--- src/rtl/wb_data_downsizer.sv ---
// Wishbone B3 data-width downsizer: splits each wide master access into one narrow
// slave beat per active lane group (big-endian, lowest group first), gathers read
// data and answers the master with a single ack/err/rty pulse.
//
// Ports
//   wb_clk_i, wb_rst_n_i        clock, asynchronous active-low reset
//   wbm_*_i / wbm_*_o           wide (MW) classic slave port facing the interconnect
//   wbs_*_o / wbs_*_i           narrow (SW) classic master port facing the peripheral
//   wbm_cti_i, wbm_bte_i        ignored; every access is classic
module wb_data_downsizer #(
  parameter int unsigned AW = 32,
  parameter int unsigned MW = 32,
  parameter int unsigned SW = 8
) (
  input  logic            wb_clk_i,
  input  logic            wb_rst_n_i,
  input  logic [AW-1:0]   wbm_adr_i,
  input  logic [MW-1:0]   wbm_dat_i,
  input  logic [MW/8-1:0] wbm_sel_i,
  input  logic            wbm_we_i,
  input  logic            wbm_cyc_i,
  input  logic            wbm_stb_i,
  input  logic [2:0]      wbm_cti_i,
  input  logic [1:0]      wbm_bte_i,
  output logic [MW-1:0]   wbm_dat_o,
  output logic            wbm_ack_o,
  output logic            wbm_err_o,
  output logic            wbm_rty_o,
  output logic [AW-1:0]   wbs_adr_o,
  output logic [SW-1:0]   wbs_dat_o,
  output logic [SW/8-1:0] wbs_sel_o,
  output logic            wbs_we_o,
  output logic            wbs_cyc_o,
  output logic            wbs_stb_o,
  output logic [2:0]      wbs_cti_o,
  output logic [1:0]      wbs_bte_o,
  input  logic [SW-1:0]   wbs_dat_i,
  input  logic            wbs_ack_i,
  input  logic            wbs_err_i,
  input  logic            wbs_rty_i
);

  localparam int unsigned R  = MW / SW;
  localparam int unsigned SB = SW / 8;
  localparam int unsigned MB = MW / 8;
  localparam int unsigned OB = $clog2(MB);
  localparam int unsigned GW = $clog2(R);

  typedef enum logic [1:0] {StIdle, StReq, StGap, StResp} state_e;

  // Group 0 is the most significant lane.
  function automatic logic [SW-1:0] lane_dat(input logic [MW-1:0] d, input logic [GW-1:0] g);
    lane_dat = SW'(d >> ((int'(R) - 1 - int'(g)) * int'(SW)));
  endfunction

  function automatic logic [SB-1:0] lane_sel(input logic [MB-1:0] s, input logic [GW-1:0] g);
    lane_sel = SB'(s >> ((int'(R) - 1 - int'(g)) * int'(SB)));
  endfunction

  // Lowest active group >= lo; MSB flags that one was found.
  function automatic logic [GW:0] find_grp(input logic [MB-1:0] s, input int lo);
    find_grp = '0;
    for (int g = int'(R) - 1; g >= 0; g--) begin
      if (g >= lo && |lane_sel(s, GW'(g))) find_grp = {1'b1, GW'(g)};
    end
  endfunction

  function automatic logic [AW-1:0] grp_adr(input logic [AW-1:0] base, input logic [GW-1:0] g);
    grp_adr = base + AW'(int'(g) * int'(SB));
  endfunction

  state_e        state_q;
  logic [GW-1:0] grp_q;
  logic [AW-1:0] base_q;
  logic          we_q;
  logic [MB-1:0] sel_q;
  logic [MW-1:0] dat_q;
  logic [MW-1:0] rdat_q;
  logic [AW-1:0] s_adr_q;
  logic [SW-1:0] s_dat_q;
  logic [SB-1:0] s_sel_q;
  logic          s_we_q, s_cyc_q, s_stb_q;
  logic          m_ack_q, m_err_q, m_rty_q;

  logic [AW-1:0] base_in;
  logic [GW:0]   first_grp;
  logic [GW:0]   next_grp;
  logic          unused_in;

  assign base_in   = {wbm_adr_i[AW-1:OB], {OB{1'b0}}};
  assign first_grp = find_grp(wbm_sel_i, 0);
  assign next_grp  = find_grp(sel_q, int'(grp_q) + 1);
  assign unused_in = ^{wbm_cti_i, wbm_bte_i, wbm_adr_i[OB-1:0]};

  always_ff @(posedge wb_clk_i or negedge wb_rst_n_i) begin
    if (!wb_rst_n_i) begin
      state_q <= StIdle;
      grp_q   <= '0;
      base_q  <= '0;
      we_q    <= 1'b0;
      sel_q   <= '0;
      dat_q   <= '0;
      rdat_q  <= '0;
      s_adr_q <= '0;
      s_dat_q <= '0;
      s_sel_q <= '0;
      s_we_q  <= 1'b0;
      s_cyc_q <= 1'b0;
      s_stb_q <= 1'b0;
      m_ack_q <= 1'b0;
      m_err_q <= 1'b0;
      m_rty_q <= 1'b0;
    end else begin
      m_ack_q <= 1'b0;
      m_err_q <= 1'b0;
      m_rty_q <= 1'b0;
      unique case (state_q)
        StIdle: begin
          if (wbm_cyc_i && wbm_stb_i) begin
            base_q <= base_in;
            we_q   <= wbm_we_i;
            sel_q  <= wbm_sel_i;
            dat_q  <= wbm_dat_i;
            rdat_q <= '0;
            if (!first_grp[GW]) begin
              m_ack_q <= 1'b1;
              state_q <= StResp;
            end else begin
              grp_q   <= first_grp[GW-1:0];
              s_adr_q <= grp_adr(base_in, first_grp[GW-1:0]);
              s_dat_q <= lane_dat(wbm_dat_i, first_grp[GW-1:0]);
              s_sel_q <= lane_sel(wbm_sel_i, first_grp[GW-1:0]);
              s_we_q  <= wbm_we_i;
              s_cyc_q <= 1'b1;
              s_stb_q <= 1'b1;
              state_q <= StReq;
            end
          end
        end
        StReq: begin
          // Master abort wins over any slave response in the same cycle.
          if (!wbm_cyc_i) begin
            s_cyc_q <= 1'b0;
            s_stb_q <= 1'b0;
            state_q <= StIdle;
          end else if (wbs_err_i || wbs_rty_i) begin
            s_cyc_q <= 1'b0;
            s_stb_q <= 1'b0;
            m_err_q <= wbs_err_i;
            m_rty_q <= !wbs_err_i;
            state_q <= StResp;
          end else if (wbs_ack_i) begin
            if (!we_q) begin
              for (int g = 0; g < int'(R); g++) begin
                if (grp_q == GW'(g)) rdat_q[int'(MW) - 1 - g * int'(SW) -: SW] <= wbs_dat_i;
              end
            end
            s_stb_q <= 1'b0;
            if (next_grp[GW]) begin
              // Next beat's address/data are set up during the gap.
              grp_q   <= next_grp[GW-1:0];
              s_adr_q <= grp_adr(base_q, next_grp[GW-1:0]);
              s_dat_q <= lane_dat(dat_q, next_grp[GW-1:0]);
              s_sel_q <= lane_sel(sel_q, next_grp[GW-1:0]);
              state_q <= StGap;
            end else begin
              s_cyc_q <= 1'b0;
              m_ack_q <= 1'b1;
              state_q <= StResp;
            end
          end
        end
        StGap: begin
          if (!wbm_cyc_i) begin
            s_cyc_q <= 1'b0;
            state_q <= StIdle;
          end else begin
            s_stb_q <= 1'b1;
            state_q <= StReq;
          end
        end
        StResp:  state_q <= StIdle;
        default: state_q <= StIdle;
      endcase
    end
  end

  assign wbm_dat_o = rdat_q;
  assign wbm_ack_o = m_ack_q;
  assign wbm_err_o = m_err_q;
  assign wbm_rty_o = m_rty_q;
  assign wbs_adr_o = s_adr_q;
  assign wbs_dat_o = s_dat_q;
  assign wbs_sel_o = s_sel_q;
  assign wbs_we_o  = s_we_q;
  assign wbs_cyc_o = s_cyc_q;
  assign wbs_stb_o = s_stb_q;
  assign wbs_cti_o = 3'b000;
  assign wbs_bte_o = 2'b00;

endmodule
--- config.mk ---
export PLATFORM = sky130hd
export DESIGN_NAME = wb_data_downsizer
export DESIGN_NICKNAME = d
export VERILOG_FILES = /design/src/rtl/wb_data_downsizer.sv
export SDC_FILE = /design/constraint.sdc
export NUM_CORES = 1
export LEC_CHECK = 0
export CORE_ASPECT_RATIO = 1.4
export CORE_MARGIN = 4
export CORE_UTILIZATION = 53
export DETAILED_ROUTE_END_ITERATION = 12
export PLACE_DENSITY = 0.95
export SLEW_MARGIN = 15
export SYNTH_ARGS = -nofsm -noshare
export SYNTH_HDL_FRONTEND = slang
export SYNTH_SLANG_ARGS = --single-unit
--- constraint.sdc ---
create_clock -name wb_clk_i -period 5.9 [get_ports wb_clk_i]
set_clock_uncertainty 0.15 [all_clocks]
set_input_delay 1.18 -clock wb_clk_i [delete_from_list [all_inputs] [get_ports wb_clk_i]]
set_output_delay 1.18 -clock wb_clk_i [all_outputs]
set_load 0.05 [all_outputs]
# ---- Yosys cells after proc, flatten, opt, wreduce, memory -nomap -nowiden
# Cells that the tools add are included.
dict set report totals {
  reg_bits 150
  latchBits 0
  n_memories 0
  ram_bits 0
  rom_bits 0
  in_bits 89
  word_cells 154
}
dict set report op_classes {
  eq_ne 21
  bitwise_logic 0
  n_addsub 5
  shift 4
  mul 0
  order_cmp 4
  n_mux 80
  n_reduce_logical 21
  div_mod_pow 0
}
# cell n
set op_table {}
lappend op_table {{32-bit two-way mux} 11}
lappend op_table {{32-bit one-hot mux with 2 select lines} 2}
lappend op_table {{8-bit two-way mux} 10}
lappend op_table {{32-bit by 2-bit adder with 32-bit output} 2}
lappend op_table {{32-bit by 32-bit >> shifter with 8-bit output} 2}
lappend op_table {{4-bit by 32-bit >> shifter with 1-bit output} 2}
lappend op_table {{7-bit AND reduction} 5}
lappend op_table {{1-bit two-way mux} 31}
lappend op_table {{2-bit inequality test, second input constant} 13}
lappend op_table {{3-bit two-way mux} 8}
lappend op_table {{2-bit two-way mux} 11}
lappend op_table {{8-bit one-hot mux with 2 select lines} 1}
lappend op_table {{2-bit equality test, second input constant} 4}
lappend op_table {{4-bit inequality test, second input constant} 2}
lappend op_table {{2-bit one-hot mux with 4 select lines} 1}
lappend op_table {{1-bit by 3-bit >= comparator with 1-bit output, first input constant} 2}
lappend op_table {{2-bit by 3-bit >= comparator with 1-bit output, first input constant} 2}
lappend op_table {{1-bit one-hot mux with 3 select lines} 2}
lappend op_table {{6-bit AND reduction} 1}
lappend op_table {{2-bit by 2-bit subtractor with 3-bit output, first input constant} 2}
lappend op_table {{1-bit logical AND} 5}
lappend op_table {{5-bit AND reduction} 1}
lappend op_table {{2-bit by 1-bit equality test with 1-bit output, second input constant} 2}
lappend op_table {{2-bit zero test} 2}
lappend op_table {{other kinds (9)} 11}

# ---- Longest topological paths before layout
dict set report logic_depth {
  word_depth 14
  ltp_mapped 10
}

# ---- Worst setup path after synthesis
# OpenSTA, ideal clock, no wires.
dict set report synth_path {
  path_type {input to register}
  from {input wbm_cyc_i}
  to {register rdat_q[0] (netlist: wbm_dat_o[0])}
  setup_ps 125
  path_stages 6
  path_slack_ps 3204
  arrival_ps 2421
  path_cell_list {buf_4 nor2b_1 and3_1 nand3_1 a21boi_2 mux2_2}
}
dict set report synth_between {
  elab_chain_cells 3
  word_cells_on_any_way 4
  classes_between {eq/ne: 2; reduce/logical: 2}
}
# item line
set synth_rtl {}
lappend synth_rtl {{start: declaration} 21} ;# input logic wbm_cyc_i,
lappend synth_rtl {{1-bit logical AND} 119} ;# if (wbm_cyc_i && wbm_stb_i) begin
lappend synth_rtl {{2-bit inequality test (no source line)} n/a}
lappend synth_rtl {{7-bit AND reduction (no source line) (*)} n/a}
lappend synth_rtl {{end signal: indexed assignment} 155} ;# if (grp_q == GW'(g)) rdat_q[int'(MW) - 1 - g * int'(SW) -: SW] <= wbs_dat_i;
lappend synth_rtl {{end: declaration} 78} ;# logic [MW-1:0] rdat_q;
# Every way passes the cells marked *; elsewhere a longest branch is shown, timed or not.
# A chain may end at the register's enable or synchronous reset.

# ---- Worst setup path in the final report
dict set report layout_path {
  from {input wbm_sel_i[2]}
  to {register s_dat_q[4] (netlist: wbs_dat_o[4])}
}
dict set report layout_between {
  elab_chain_cells 7
  word_cells_on_any_way 9
  classes_between {add/sub: 1; eq/ne: 1; shift: 1; mux: 5; reduce/logical: 1}
}
# item line
set layout_rtl {}
lappend layout_rtl {{start: declaration} 19} ;# input logic [MW/8-1:0] wbm_sel_i,
lappend layout_rtl {{3-bit two-way mux (*) (2 in a row)} 64} ;# if (g >= lo && |lane_sel(s, GW'(g))) find_grp = {1'b1, GW'(g)};
lappend layout_rtl {{2-bit by 2-bit subtractor with 3-bit output} 53} ;# lane_dat = SW'(d >> ((int'(R) - 1 - int'(g)) * int'(SW)));
lappend layout_rtl {{32-bit by 32-bit >> shifter with 8-bit output} 53}
lappend layout_rtl {{8-bit two-way mux} 125} ;# if (!first_grp[GW]) begin
lappend layout_rtl {{8-bit two-way mux} 119}
lappend layout_rtl {{8-bit one-hot mux with 2 select lines} 117} ;# unique case (state_q)
lappend layout_rtl {{end signal: assignment} 131} ;# s_dat_q <= lane_dat(wbm_dat_i, first_grp[GW-1:0]);
lappend layout_rtl {{end signal: assignment} 163} ;# s_dat_q <= lane_dat(dat_q, next_grp[GW-1:0]);
lappend layout_rtl {{end: declaration} 80} ;# logic [SW-1:0] s_dat_q;
# Every way passes the cells marked *; elsewhere a longest branch is shown, timed or not. The select of a mux whose other input is x is not followed.

==> results.cfg <==
[outcome]
status = finished clean

[sta]
timing.final.max_slew_violations = 0
period_needed_ns = 3.610
setup-violations-final = 0
rsz0062_at_grt = false
worst-slew-pin-transition_ns = 0.8903
max_freq_mhz = 277.0
timing.slew.headroom_pct = 40.52
postLayoutSetupSlackWorst_ns = 2.290
tns_ns = 0
fin_crit_sh_pct = 61.18
hold_viol_final = 0

[placed_design]
preCtsSetupSlack_ns = 1.914
finalWeightedCongestion = 0.8518
place.detailed.hpwl_um = 12190
port-buffer-count = 160

[die]
start_util_pct = 54.91
floorplan.io_pins = 173
design.core.area_um2 = 12490
placement_rows = 48
floorplan.die_area_um2 = 14850
chipHeight_um = 142.6
dieWidth_um = 104.1

[setup_path]
critPathSlowestCell = clkdlybuf4s50_1
start_kind = primary input
crit_path_cell_trace = clkdlybuf4s50_1, nor4_2, o21ai_1, o311ai_4, buf_4, nand2_1, o31ai_1
worst_ep_arrival_time_ns = 3.77
cp_data_required_time_ns = 6.06
crit_path_max_incr_delay_ns = 0.71
crit_path_end_kind = flip-flop
worst-setup-path-type = in2reg
worst-path-max-fanout = 78

[logic_synthesis]
synth.avg_cell_area_um2 = 9.869
synth_enable_flop_cells = 0
synthesis.yosys.warnings = 0
asyncSetResetFlopFracSynth_pct = 100.0
synthesis.area_um2 = 6859
synthCells = 695
library_cells_used_by_synthesis = 55
ys_seq_area_share_pct = 53.63
synth_ff_type = dfrtp_1
yosys_register_bits = 147

[cts]
clock_buffer_count_from_cts = 17
clock_tree.htree_level_count = 4
cts_num_sinks = 147
post_cts_resized = 0
cts.clk_slew.worst_paths_ns = 0.06
postCtsSetupRepairBufs = 0
clk_latency_ns = 0.42
buffer_levels_on_the_longest_clock_path = 2
clockRootBuffer = clkbuf_16
cts-hold-fix-buffers = 0
cts_tree = built

[layout]
leading_cell_type_in_the_layout_fill_and_taps_excluded = nand2_1
syn_to_final_growth_pct = 33.20
fin_nets = 934
most-common-layout-cells = 242 x nand2_1, 159 x clkdlybuf4s50_1, 147 x dfrtp_1
final_core_util_pct = 73.14
diodes = 0
layout-drive-gt1-share_pct = 10.66

[global_routing]
number_of_global_route_vias_before_repair = 5880
grt_start_max_net_pins = 96
grt_antenna_before_repair = 1
wire_length_of_the_first_global_routing_pass_um = 29500
grt_remaining_overflow = 0
gr-usage-all-layers_pct = 24.98

[detailed_routing]
routed_wl_um = 18350
number_of_search_and_repair_iterations_in_the_first_detailed_routing_pass = 5
wire_per_inst_um = 18.28
drt_initial_violations = 575
drc = 0
antenna_violating_nets_left = 0
route.detailed.vias_per_inst = 5.716
detailroute.via_count = 5739

[power_and_ir_drop]
p_leak_nw = 4.247
power.density_cell_area_nw_per_um2 = 658.5
irDropWorstVdd_v = 0.0003710

[run]
cap_viol_max_count = 0

[hold_path]
min_path_type = reg2reg
[flip-flops by register name, indices dropped and copies added, names as in the netlist]
name,flops
state_q,2
base_q,30
sel_q,3
wbs_stb_o,1
wbs_we_o,1
dat_q,32
wbs_adr_o,31
wbm_err_o,1
wbs_dat_o,8
we_q,1
grp_q,1
wbs_cyc_o,1
wbm_dat_o,32
wbm_rty_o,1
wbm_ack_o,1
wbs_sel_o,1
[area by class of cell]
class                   count  area [um2]
fillers                   811        3356
clock inverters            14       202.7
repair buffers            165        1640
inverters                  10       37.54
clock buffers              18       439.2
multi-input cells         500        2950
well taps                 150       187.7
flip-flops and latches    147        3679
[path summary, 6_finish.rpt]
kind                                   start             to  slack (ns)  depth (start not counted)
worst max register to register    state_q[1]   wbs_dat_o[4]        2.91                          8
worst max-delay path            wbm_sel_i[2]   wbs_dat_o[4]        2.29                          7
worst min-delay path               wbs_sel_o      wbs_sel_o        0.32                          1
min in group asynchronous         wb_rst_n_i  wbm_dat_o[18]        0.66                          1
max in group asynchronous         wb_rst_n_i  wbs_adr_o[30]        3.76                          2
worst min register to register     wbs_sel_o      wbs_sel_o        0.32                          1
[kinds of logic after synthesis]
group,Yosys count,share of synthesized area (%)
mux,68,10.56
simple gates,311,19.34
other cells,1,0.05467
fa+ha+maj,4,0.7297
compound gates,112,12.06
flops,147,53.63
buf+inv,52,3.630
[report_power, final]
part | switching (W) | internal, W | total (W) | leakage, nW
clock network | 0.000440 | 0.000725 | 0.00116 | 0.305
registers | 0.000304 | 0.00151 | 0.00181 | 1.86
logic | 0.00195 | 0.00109 | 0.00304 | 2.08
[layer usage]
metal	GRT usage (%)	routed length [um]
met5	0	0
met4	11.69	711
met3	6.264	1258
met2	44.12	9466
met1	28.60	6913
[metrics by stage]
step	hold slack, ns	instance area (um2)	std cells	total power [W]
finish	0.3176	9136	1004	0.006016
global route	0.3446	9136	1004	0.006328
CTS	0.3216	9136	1004	0.006035
detailed placement	0.3030	8494	972	0.004825
global placement	0.2999	8494	972	0.004730
floorplan	0.2876	6874	699	0.003881
[synth_stat cells (5+ instances only)]
master / n / share of area [%]
nand2_1: 242 / 13
dfrtp_1: 147 / 54
mux2_2: 35 / 5.7
mux2i_1: 33 / 4.8
o21ai_0: 29 / 2.1
clkbuf_1: 18 / 0.98
o21ai_1: 15 / 1.1
nor2_1: 13 / 0.71
buf_2: 10 / 0.73
nand2b_1: 10 / 0.91
a211oi_1: 9 / 0.98
buf_4: 9 / 0.98
inv_1: 9 / 0.49
nor3b_1: 9 / 0.98
and2_1: 8 / 0.73
o22ai_1: 7 / 0.64
a21oi_1: 6 / 0.44
nor3_1: 6 / 0.44
o22a_1: 6 / 0.77
o31ai_1: 6 / 0.66
nor2b_1: 5 / 0.46
o31a_1: 5 / 0.64
o32a_1: 5 / 0.73
o41ai_2: 5 / 1.2
[worst max-delay path: cells and delay by family]
kind / cells / cell delay, ns
buffers and inverters: 2 / 1.34
AND/OR/NAND/NOR: 2 / 0.69
AO/OA/AOI/OAI: 3 / 0.49
No activity file was read; power rests on OpenSTA's default activity.
